===== src/rtl/ladybug_input_cond.sv =====
// Lady Bug input conditioner: sync + debounce of raw joystick words, 4-way direction
// arbitration, queued coin pulse shaping, and pause / pause-dim control.
module ladybug_input_cond #(
  parameter int DEBOUNCE_CYC   = 20000,
  parameter int COIN_PULSE_CYC = 1000000,
  parameter int COIN_GAP_CYC   = 1000000,
  parameter int DIM_CYC        = 200000000
) (
  input  logic       clk_sys,
  input  logic       reset,
  input  logic [7:0] joy1,
  input  logic [7:0] joy2,
  input  logic       hs_access,
  input  logic       osd_status,
  input  logic       osd_pause_en,
  output logic [3:0] dir1,
  output logic [3:0] dir2,
  output logic       start1,
  output logic       start2,
  output logic       coin,
  output logic [2:0] coin_pend,
  output logic       pause,
  output logic       dim
);

  localparam int DBW = $clog2(DEBOUNCE_CYC + 1);
  localparam int PW  = $clog2(COIN_PULSE_CYC + 1);
  localparam int GW  = $clog2(COIN_GAP_CYC + 1);
  localparam int CW  = (PW > GW) ? PW : GW;
  localparam int DMW = $clog2(DIM_CYC + 1);

  typedef enum logic [1:0] {C_IDLE, C_PULSE, C_GAP} coin_state_t;

  logic [15:0]    raw, s1, s2, db, db_prev;
  logic [DBW-1:0] db_cnt [16];

  assign raw = {joy2, joy1};

  // Each bit's counter only runs while the synced value disagrees with the accepted one.
  always_ff @(posedge clk_sys) begin
    if (reset) begin
      s1      <= '0;
      s2      <= '0;
      db      <= '0;
      db_prev <= '0;
      for (int i = 0; i < 16; i++) db_cnt[i] <= '0;
    end else begin
      s1      <= raw;
      s2      <= s1;
      db_prev <= db;
      for (int i = 0; i < 16; i++) begin
        if (s2[i] == db[i]) begin
          db_cnt[i] <= '0;
        end else if (db_cnt[i] == DBW'(DEBOUNCE_CYC - 1)) begin
          db[i]     <= s2[i];
          db_cnt[i] <= '0;
        end else begin
          db_cnt[i] <= db_cnt[i] + DBW'(1);
        end
      end
    end
  end

  function automatic logic [3:0] top_bit(input logic [3:0] v);
    if (v[3])      return 4'b1000;
    else if (v[2]) return 4'b0100;
    else if (v[1]) return 4'b0010;
    else if (v[0]) return 4'b0001;
    else           return 4'b0000;
  endfunction

  // A fresh press wins; otherwise keep the current direction until it is released.
  function automatic logic [3:0] next_dir(input logic [3:0] d, input logic [3:0] dp,
                                          input logic [3:0] cur);
    logic [3:0] rise;
    rise = d & ~dp;
    if (rise != 4'b0000)          return top_bit(rise);
    else if ((cur & d) == 4'b0000) return top_bit(d);
    else                          return cur;
  endfunction

  logic           coin_edge, pause_edge, pause_user;
  logic [DMW-1:0] dim_cnt;

  assign coin_edge  = (db[6] | db[14]) & ~(db_prev[6] | db_prev[14]);
  assign pause_edge = (db[7] | db[15]) & ~(db_prev[7] | db_prev[15]);
  assign dim        = (dim_cnt == DMW'(DIM_CYC));

  always_ff @(posedge clk_sys) begin
    if (reset) begin
      dir1       <= '0;
      dir2       <= '0;
      start1     <= 1'b0;
      start2     <= 1'b0;
      pause_user <= 1'b0;
      pause      <= 1'b0;
      dim_cnt    <= '0;
    end else begin
      dir1       <= next_dir(db[3:0],  db_prev[3:0],  dir1);
      dir2       <= next_dir(db[11:8], db_prev[11:8], dir2);
      start1     <= db[4] | db[12];
      start2     <= db[5] | db[13];
      pause_user <= pause_user ^ pause_edge;
      pause      <= pause_user | hs_access | (osd_status & osd_pause_en);
      if (!pause)                       dim_cnt <= '0;
      else if (dim_cnt < DMW'(DIM_CYC)) dim_cnt <= dim_cnt + DMW'(1);
    end
  end

  coin_state_t   cst, cst_n;
  logic [CW-1:0] ccnt, ccnt_n;
  logic          coin_n, deq;
  logic [2:0]    pend_n;

  always_ff @(posedge clk_sys) begin
    if (reset) begin
      cst       <= C_IDLE;
      ccnt      <= '0;
      coin      <= 1'b0;
      coin_pend <= '0;
    end else begin
      cst       <= cst_n;
      ccnt      <= ccnt_n;
      coin      <= coin_n;
      coin_pend <= pend_n;
    end
  end

  always_comb begin
    cst_n  = cst;
    ccnt_n = ccnt;
    coin_n = coin;
    deq    = 1'b0;
    case (cst)
      C_IDLE: begin
        if (coin_pend != 3'd0) begin
          cst_n  = C_PULSE;
          ccnt_n = '0;
          coin_n = 1'b1;
          deq    = 1'b1;
        end
      end
      C_PULSE: begin
        if (ccnt == CW'(COIN_PULSE_CYC - 1)) begin
          cst_n  = C_GAP;
          ccnt_n = '0;
          coin_n = 1'b0;
        end else begin
          ccnt_n = ccnt + CW'(1);
        end
      end
      C_GAP: begin
        if (ccnt == CW'(COIN_GAP_CYC - 1)) begin
          cst_n  = C_IDLE;
          ccnt_n = '0;
        end else begin
          ccnt_n = ccnt + CW'(1);
        end
      end
      default: begin
        cst_n  = C_IDLE;
        ccnt_n = '0;
        coin_n = 1'b0;
      end
    endcase
    // Simultaneous enqueue/dequeue leaves the count alone, even when full.
    pend_n = coin_pend;
    if (coin_edge && !deq && coin_pend != 3'd7) pend_n = coin_pend + 3'd1;
    else if (deq && !coin_edge)                 pend_n = coin_pend - 3'd1;
  end

endmodule


===== config.mk =====
export PLATFORM = sky130hd
export DESIGN_NAME = ladybug_input_cond
export DESIGN_NICKNAME = d
export VERILOG_FILES = /design/src/rtl/ladybug_input_cond.sv
export SDC_FILE = /design/constraint.sdc
export NUM_CORES = 1
export LEC_CHECK = 0
export ABC_CLOCK_PERIOD_IN_PS = 5800
export CORE_MARGIN = 1
export CORE_UTILIZATION = 42
export CTS_CLUSTER_DIAMETER = 80
export DETAILED_ROUTE_END_ITERATION = 7
export GPL_ROUTABILITY_DRIVEN = 0
export SYNTH_ARGS = -nofsm -noshare
export SYNTH_HDL_FRONTEND = slang
export SYNTH_SLANG_ARGS = --single-unit

===== constraint.sdc =====
create_clock -name clk_sys -period 5.8 [get_ports clk_sys]
set_input_delay 1.16 -clock clk_sys [delete_from_list [all_inputs] [get_ports clk_sys]]
set_output_delay 1.16 -clock clk_sys [all_outputs]
set_load 0.01 [all_outputs]

; ---- Word-level counts from Yosys, hierarchy flattened
; Memories as Yosys holds them, arrays and structs flattened.
; Index checks and enable logic that the tools add are counted.
[word_totals]
regBits = 130
ramBits = 240
output_inout_bits = 16
elab_cells = 472
memories = 1
[classes]
addsub = 20
magnitude_cmp = 1
n_eq_ne = 40
n_mux = 260
bitwise = 86
reduce_logical = 34
[mem_list]
columns = name, depth, word_bits, read_ports, rd_clocked_by_memory_dff, write_ports, line_no
row1 = db_cnt, 16, 15, 16, 0, 16, 35  ; logic [DBW-1:0] db_cnt [16];
[ops]
columns = cell, n
row1 = $mux 15, 48
row2 = $add 15x1->15 const B, 16
row3 = $eq 15x15->1 const B, 16
row4 = $mux 1, 186
row5 = $or 1x1->1, 56
row6 = $mux 20, 2
row7 = $pmux 20 s2, 1
row8 = $mux 4, 8
row9 = $reduce_and 2->1, 16
row10 = $add 28x1->28 const B, 1
row11 = $eq 28x28->1 const B, 1
row12 = $lt 28x28->1 const B, 1
row13 = $add 20x1->20 const B, 1
row14 = $eq 20x20->1 const B, 1
row15 = $not 1->1, 20
row16 = $mux 3, 6
row17 = $and 4x4->4, 4
row18 = $eq 1x1->1, 16
row19 = $mux 2, 7
row20 = $logic_not 4->1, 2
row21 = $not 4->4, 2
row22 = $reduce_bool 4->1, 2
row23 = $ne 2x2->1 const B, 3
row24 = $pmux 2 s3, 1
row25 = 15 further kinds, 24

; ---- Depth between registers and ports, before layout
; Gate-level depths: netlist (run 1).
; An unclocked memory read counts as a cell.
[depth]
ltp_word = 8
depth_mapped = 11

; ---- Worst setup path after synthesis (run 1)
; OpenSTA, ideal clock, no wires.
[synth_path]
path_type = flip-flop to output port
start = reg dim_cnt[2]
end = out dim
t_arrival_ps = 1444
slack_ps = 3196
stages_incl_launch_ff = 5
n_path_buf = 0
path_cell_list = dfxtp_1 -> nor4_1 -> nand4_1 -> or4_1 -> nor4_1
[synth_via]
elab_chain_cells = 1
[synth_lines]
columns = element, line_no
row1 = "start, declared", 83  ; logic [DMW-1:0] dim_cnt;
row2 = "start signal, assigned", 106  ; else if (dim_cnt < DMW'(DIM_CYC)) dim_cnt <= dim_cnt + DMW'(1);
row3 = $eq 28x28->1, 87  ; assign dim = (dim_cnt == DMW'(DIM_CYC));
row4 = "end, declared", 23  ; output logic dim
; No other way between the ends.

; ---- Final worst setup path (run 1)
; Same ends and word-level chain as after synthesis.

==> metrics.txt, run 1 <==
Post-CTS Resized 0; routed len/inst between 10 and 15 µm; Synth cell types 65; htree depth 2; number of global-route vias before repair between 10000 and 15000; clk_skew around 0.0076 ns; XOR/XNOR Fraction of Synth Area 0.1162; leading cell type in the layout, fill and taps excluded nor2_1; Sequential cell area between 9000 and 10000 µm²; most frequent cells in the layout 335 x nor2_1, 240 x edfxtp_1, 240 x conb_1; TritonCTS Buffers 42; Antenna Cells 0; die area ~44000 µm²; routed vias/inst 4.844; RSZ-0062 raised after global routing false; P_leak approximately 7.7 nW; r2r setup slk 3.21 ns; Net count, final 2070; simple-gate portion of the synthesized area 0.2467; largest net degree at the start of global routing between 50 and 60; Core Area 42040 µm²; Fill cells ~3900; Post-synth EDFFs 240; remaining antenna violation count 0; final setup fails 0; synthesized netlist cell count 1757; ys flop type edfxtp_1; clk buf depth 3; CP most frequent cell nor4_1; DP Wirelength between 20000 and 25000 µm; setup_tns 0 ns; Hold Violations, Final 0; Max VDD drop 0.2664 mV; num ports 37; Total Wirelength 31190 µm; R2R Path End coin_pend[1]; Worst Setup Start Kind flip-flop; hold endpoint s2[9]; R2R depth 11; Syn Area/Cell about 10 µm²; post-synth top area cell edfxtp_1; Yosys Warn Count 0; kind of cell adding the most delay to the critical path simple AND/OR/NAND/NOR gates; clock sink count about 370; first-pass GRT wire length 54690 µm; chip height 208.7 µm; compound-cell area share of the yosys netlist 0.04220; worst hold start s1[9]; post-route cell area about 21000 µm²; clk_lat worst skew roughly 0.55 ns; max cap viols 0; Critical Path RT roughly 4.6 ns; CTS Hold Buffers Added 0; r2r startpoint cst[0]; WP data arrival 2.54 ns; Tightest Hold Check Type reg2reg; Synth top area share 0.4018; GR Overflow Total 0; initial antenna violation count 0; Slew HR 0.4660; Critical Path Fanout Max 7; initial cell density of the core 0.4267; CP bufs+invs 1; Die Width approximately 210 µm; post-synthesis sequential area ratio 0.5424; clk slew on worst S/H paths about 0.06 ns; drt initial violations 554; kind of critical path reg2out; layout cells sized above 1 0.04080; GRT Util Overall 0.1482; Port Buffers 36; fraction of synthesized area in multiplexers 0.01618; crit path cell chain nor4_1, nand4_1, or4_1, nor4_1, clkdlybuf4s50_1; delay of the slowest cell on the worst path 0.59 ns; TritonCTS clock tree built; max-slew violation count 0; placed cell areas approximately 20000 µm²; CP endpoint kind output pin; clock tree root buffer cell clkbuf_16; Synth async-reset ratio 0; hold path cells 1; synthesized area 17940 µm²; DR pass1 iterations 5; Multi-input gate area approximately 9000 µm²; PwrDens between 200 and 300 nW/µm²; Layout area overhead 17.82%; Post-Synth Adder-Cell Area 0.01646; fin crit period 3.698 ns; via count about 13000; drt drc 0; Slew @ Worst Pin between 0.7 and 0.8 ns; max frequency ~0.27 GHz; status finished clean; Crit-path slowest cell clkdlybuf4s50_1; Tcrit/Tclk final 0.6375; # rows 75; largest cells by area after synthesis edfxtp_1 40%, dfxtp_1 14%, nor2_1 7.0%; Seq cells post-synth 366; total setup buffers inserted after CTS 0; main combinational cell family by area after synthesis simple AND/OR/NAND/NOR gates
-- report_power, final --
part	internal, mW	switching [mW]
clock	1.72	1.04
sequential	2.88	0.118
combinational	0.183	0.227
-- stage by stage --
stage               std cells  hold slack, ns  setup slack [ns]  power (mW)  utilization
floorplan                1996          0.4138             3.196       3.348            -
detailed placement       2521          0.4212             2.644       3.461       0.4675
finish                   2598          0.4318             2.102       6.171       0.5027
CTS                      2598          0.4314             2.043       6.264       0.5027
global placement         2521          0.4183             2.624       3.454       0.4675
global route             2598          0.4456             1.996       6.430       0.5027
-- cell families (layout without fill, tap and decap cells) --
group,after synthesis,after routing
AND/OR/NAND/NOR,900,900
flip-flops,366,366
XOR/XNOR,238,238
AO/OA/AOI/OAI,115,115
buffers and inverters,85,148
multiplexers,29,29
adder cells (fa/ha/maj),23,23
other,1,240
-- routing by layer --
layer	up-vias	part of all wire	wire length, µm	GRT usage
li1	6529	-	-	-
met1	5874	0.49	15340	0.1985
met2	140	0.45	14170	0.2411
met3	42	0.034	1061	0.02660
met4	0	0.020	618	0.05172
met5	-	0	0	0
-- sequential cells by signal, indices dropped and copies added, names as in the netlist --
signal	count
pause_user	1
s2	16
ccnt	20
s1	16
pause	1
dir1	4
dim_cnt	28
db	16
coin	1
cst	2
start1	1
coin_pend	3
dir2	4
start2	1
db_prev	12
db_cnt	240
-- cell usage after synthesis (all sizes together), types with 10 or more instances --
library cell  number
nor2             335
edfxtp           240
xor2             140
nand2            133
dfxtp            126
nand3            106
xnor2             98
nand4             60
and3              50
nor3              50
nor2b             49
a21oi             33
inv               33
clkbuf            31
mux2i             29
nand2b            26
o21ai             23
ha                22
buf               21
nor4b             17
or3               17
and4              14
nor4              14
o31ai             12
or4               10
-- worst reg2reg max path: stages (launching register included) --
cell     delay, ns
dfxtp_1       0.35
inv_1         0.07
ha_1          0.35
inv_1         0.26
nor2_1        0.10
nor2_1        0.08
o21ai_0       0.10
fa_1          0.60
inv_1         0.05
o211a_1       0.21
a31o_2        0.21
a31oi_1       0.14
-- worst max-delay path by stage --
stage,start,end,depth (start not counted)
finish,dim_cnt[2],dim,5
floorplan,dim_cnt[2],dim,4
CTS,dim_cnt[2],dim,5
global route,dim_cnt[2],dim,5
detailed placement,reset,db_cnt[0][58],5
global placement,dim_cnt[2],dim,5
-- final cells by class --
cell class              count  share of cell area
multi-input cells        1545              0.4142
repair buffers             38             0.01764
clock inverters            16            0.007578
inverters                  33            0.005861
flip-flops and latches    366              0.4603
clock buffers              61             0.06251
well taps                 539             0.03191
Note: power is estimated with default switching activity, not from simulation.
==> run 2, diff against run 1 <==
Settings changed: ABC_CLOCK_PERIOD_IN_PS 5800 to 3700.
Clock period 5.8 ns to 3.7 ns, I/O delays scaled along.
==> run 2 against run 1 <==
Effect of this change: global-route usage shrank 0.067 points; clock skew rose by 0.016 ns; die area is the same; first-iteration DRC count increased by 2.5%; critical endpoint unchanged; largest cell class unchanged; largest power group unchanged; highest routed layer unchanged.
==> metrics.txt, run 2 (synthesis gave the netlist of run 1 again) <==
drt drc 0 (unchanged); Layout area overhead 17.83% (about the same); Net Sw Frac 0.2253 (about the same); Fill cells 3875 (-0.74%); clk slew on worst S/H paths 0.06 ns (about the same); max reg flops 240 (unchanged); r2r startpoint cst[0]; worst hold start s1[15]; number of global-route vias before repair 12100 (+0.87%); # rows 75 (unchanged); Setup crit start dim_cnt[2]; Gate power share 0.068 (+0.002); RSZ-0062 raised after global routing false; largest net degree at the start of global routing 68 (+17%); die area 43540 µm² (unchanged); DP Cell Count 2523 (+0.079%); chip height 208.7 µm (unchanged); most frequent cells in the layout 335 x nor2_1, 240 x edfxtp_1, 240 x conb_1; final setup fails 0 (unchanged); clock sink count 366 (unchanged); drt initial violations 568 (+2.5%); clk_skew 0.02395 ns (+0.01634 ns); clock tree root buffer cell clkbuf_16; final worst slack 0.4389 ns (-1.664 ns); fin crit period between 3 and 4 ns; remaining antenna violation count 0 (unchanged); Pint 7.484 mW (+57%); Slew @ Worst Pin 0.8149 ns (+0.01980 ns); DR pass1 iterations 5 (unchanged); initial cell density of the core 0.4267 (unchanged); kind of critical path reg2out; clk_lat worst skew 0.54 ns (about the same); CP endpoint kind output pin; Worst Setup Start Kind flip-flop; total setup buffers inserted after CTS 0 (unchanged); routed len/inst 12.04 µm (+0.32%); P_sw 2.177 mW (+57%); routed vias/inst 4.844 (about the same); P_leak 7.668 nW (about the same); CTS Hold Buffers Added 0 (unchanged); Clock Power Share 0.446 (about the same); Max VDD drop 0.2876 mV (+8.0%); htree depth 2 (unchanged); first-pass GRT wire length 54730 µm (about the same); Critical Path Fanout Max 7 (unchanged); Antenna Cells 0 (unchanged); Top reg by flops db_cnt; Port Buffers 36 (unchanged); Post-Place Worst Slack 0.9481 ns (-1.696 ns); Total Wirelength 31310 µm (+0.40%); Critical Path RT 2.96 ns (-1.68 ns); Die Width 208.7 µm (unchanged); max cap viols 0 (unchanged); clk buf depth 3 (unchanged); setup_tns 0 ns (unchanged); TritonCTS clock tree built; DP Wirelength 21530 µm (about the same); via count 12590 (+0.072%); TritonCTS Buffers 42 (unchanged); largest registers db_cnt x240, dim_cnt x28, ccnt x20; Hold Violations, Final 0 (unchanged); Tcrit/Tclk final 0.8814; max frequency 0.3066 GHz; WP data arrival 2.52 ns (-0.02 ns); post-route insts no fill 2600 (+0.077%); Slew HR 0.4527 (-0.01330); GRT Util Overall 0.1475 (-0.0006710); sequential share of power 0.487 (about the same); leading cell type in the layout, fill and taps excluded nor2_1; GR Overflow Total 0 (unchanged); max-slew violation count 0 (unchanged); Net count, final 2072 (+0.097%); num ports 37 (unchanged); PwrDens 457.1 nW/µm² (+57%); status finished clean; Post-CTS Resized 0 (unchanged); layout cells sized above 1 0.04173 (+0.0009308); Tightest Hold Check Type reg2reg; initial antenna violation count 0 (unchanged); Core Area 42040 µm² (unchanged)
==> run 2: cell count changes in the layout (fill, tap and decap cells not counted) <==
cell        delta
clkbuf_8       +2
clkinv_2       -2
clkbuf_16      -3
buf_4          +2
clkinvlp_4     +1
bufinv_16      +1
inv_6          +1
inv_4          +1
clkinv_4       -1
==> run 2: final timing paths <==
check | slack [ns] | end | depth (start not counted)
setup reg to reg | 1.09 | coin_pend[1] | 11
hold reg to reg | 0.44 | s2[15] | 1
hold / removal | 0.44 | s2[15] | 1
setup / recovery | 0.44 | dim | 5
==> run 2: cell type report <==
class / instances / area [µm²] / area share
clock inverter: 17 / 193.9 / 0.009175
multi-input combinational: 1545 / 8753 / 0.4141
timing repair buffer: 40 / 387.9 / 0.01835
sequential: 366 / 9729 / 0.4603
clock buffer: 60 / 1274 / 0.06026
tap: 539 / 674.4 / 0.03191
inverter: 33 / 123.9 / 0.005860
==> run 2: worst max-delay path: stages, from the launching register on <==
cell	delay, ns
dfxtp_1	0.35
nor4_1	0.29
nand4_1	0.12
or4_1	0.42
nor4_1	0.22
clkdlybuf4s50_1	0.59
==> run 2: power by group through the flow <==
stage	Sequential [mW]	Combinational, mW	Clock [mW]
floorplan	4.73	0.521	0
global placement	4.78	0.636	0
detailed placement	4.79	0.646	0
CTS	4.70	0.652	4.46
global route	4.73	0.748	4.61
finish	4.70	0.652	4.31
==> run 2: metal layers <==
layer | share of wire | wire length, µm | global-route usage | up-vias
li1 | - | - | - | 6528
met3 | 0.036 | 1119 | 0.02720 | 44
met4 | 0.018 | 556 | 0.04513 | 0
met1 | 0.49 | 15300 | 0.1957 | 5880
met2 | 0.46 | 14340 | 0.2447 | 142
met5 | 0 | 0 | 0 | -
==> run 2: per-stage QoR <==
step	util	instance area, µm²	hold slack (ns)	power (mW)
global placement	0.4679	19670	0.4178	5.416
CTS	0.5028	21140	0.4347	9.811
detailed placement	0.4679	19670	0.4204	5.436
global route	0.5028	21140	0.4606	10.09
floorplan	-	18840	0.4138	5.248
finish	0.5028	21140	0.4351	9.661
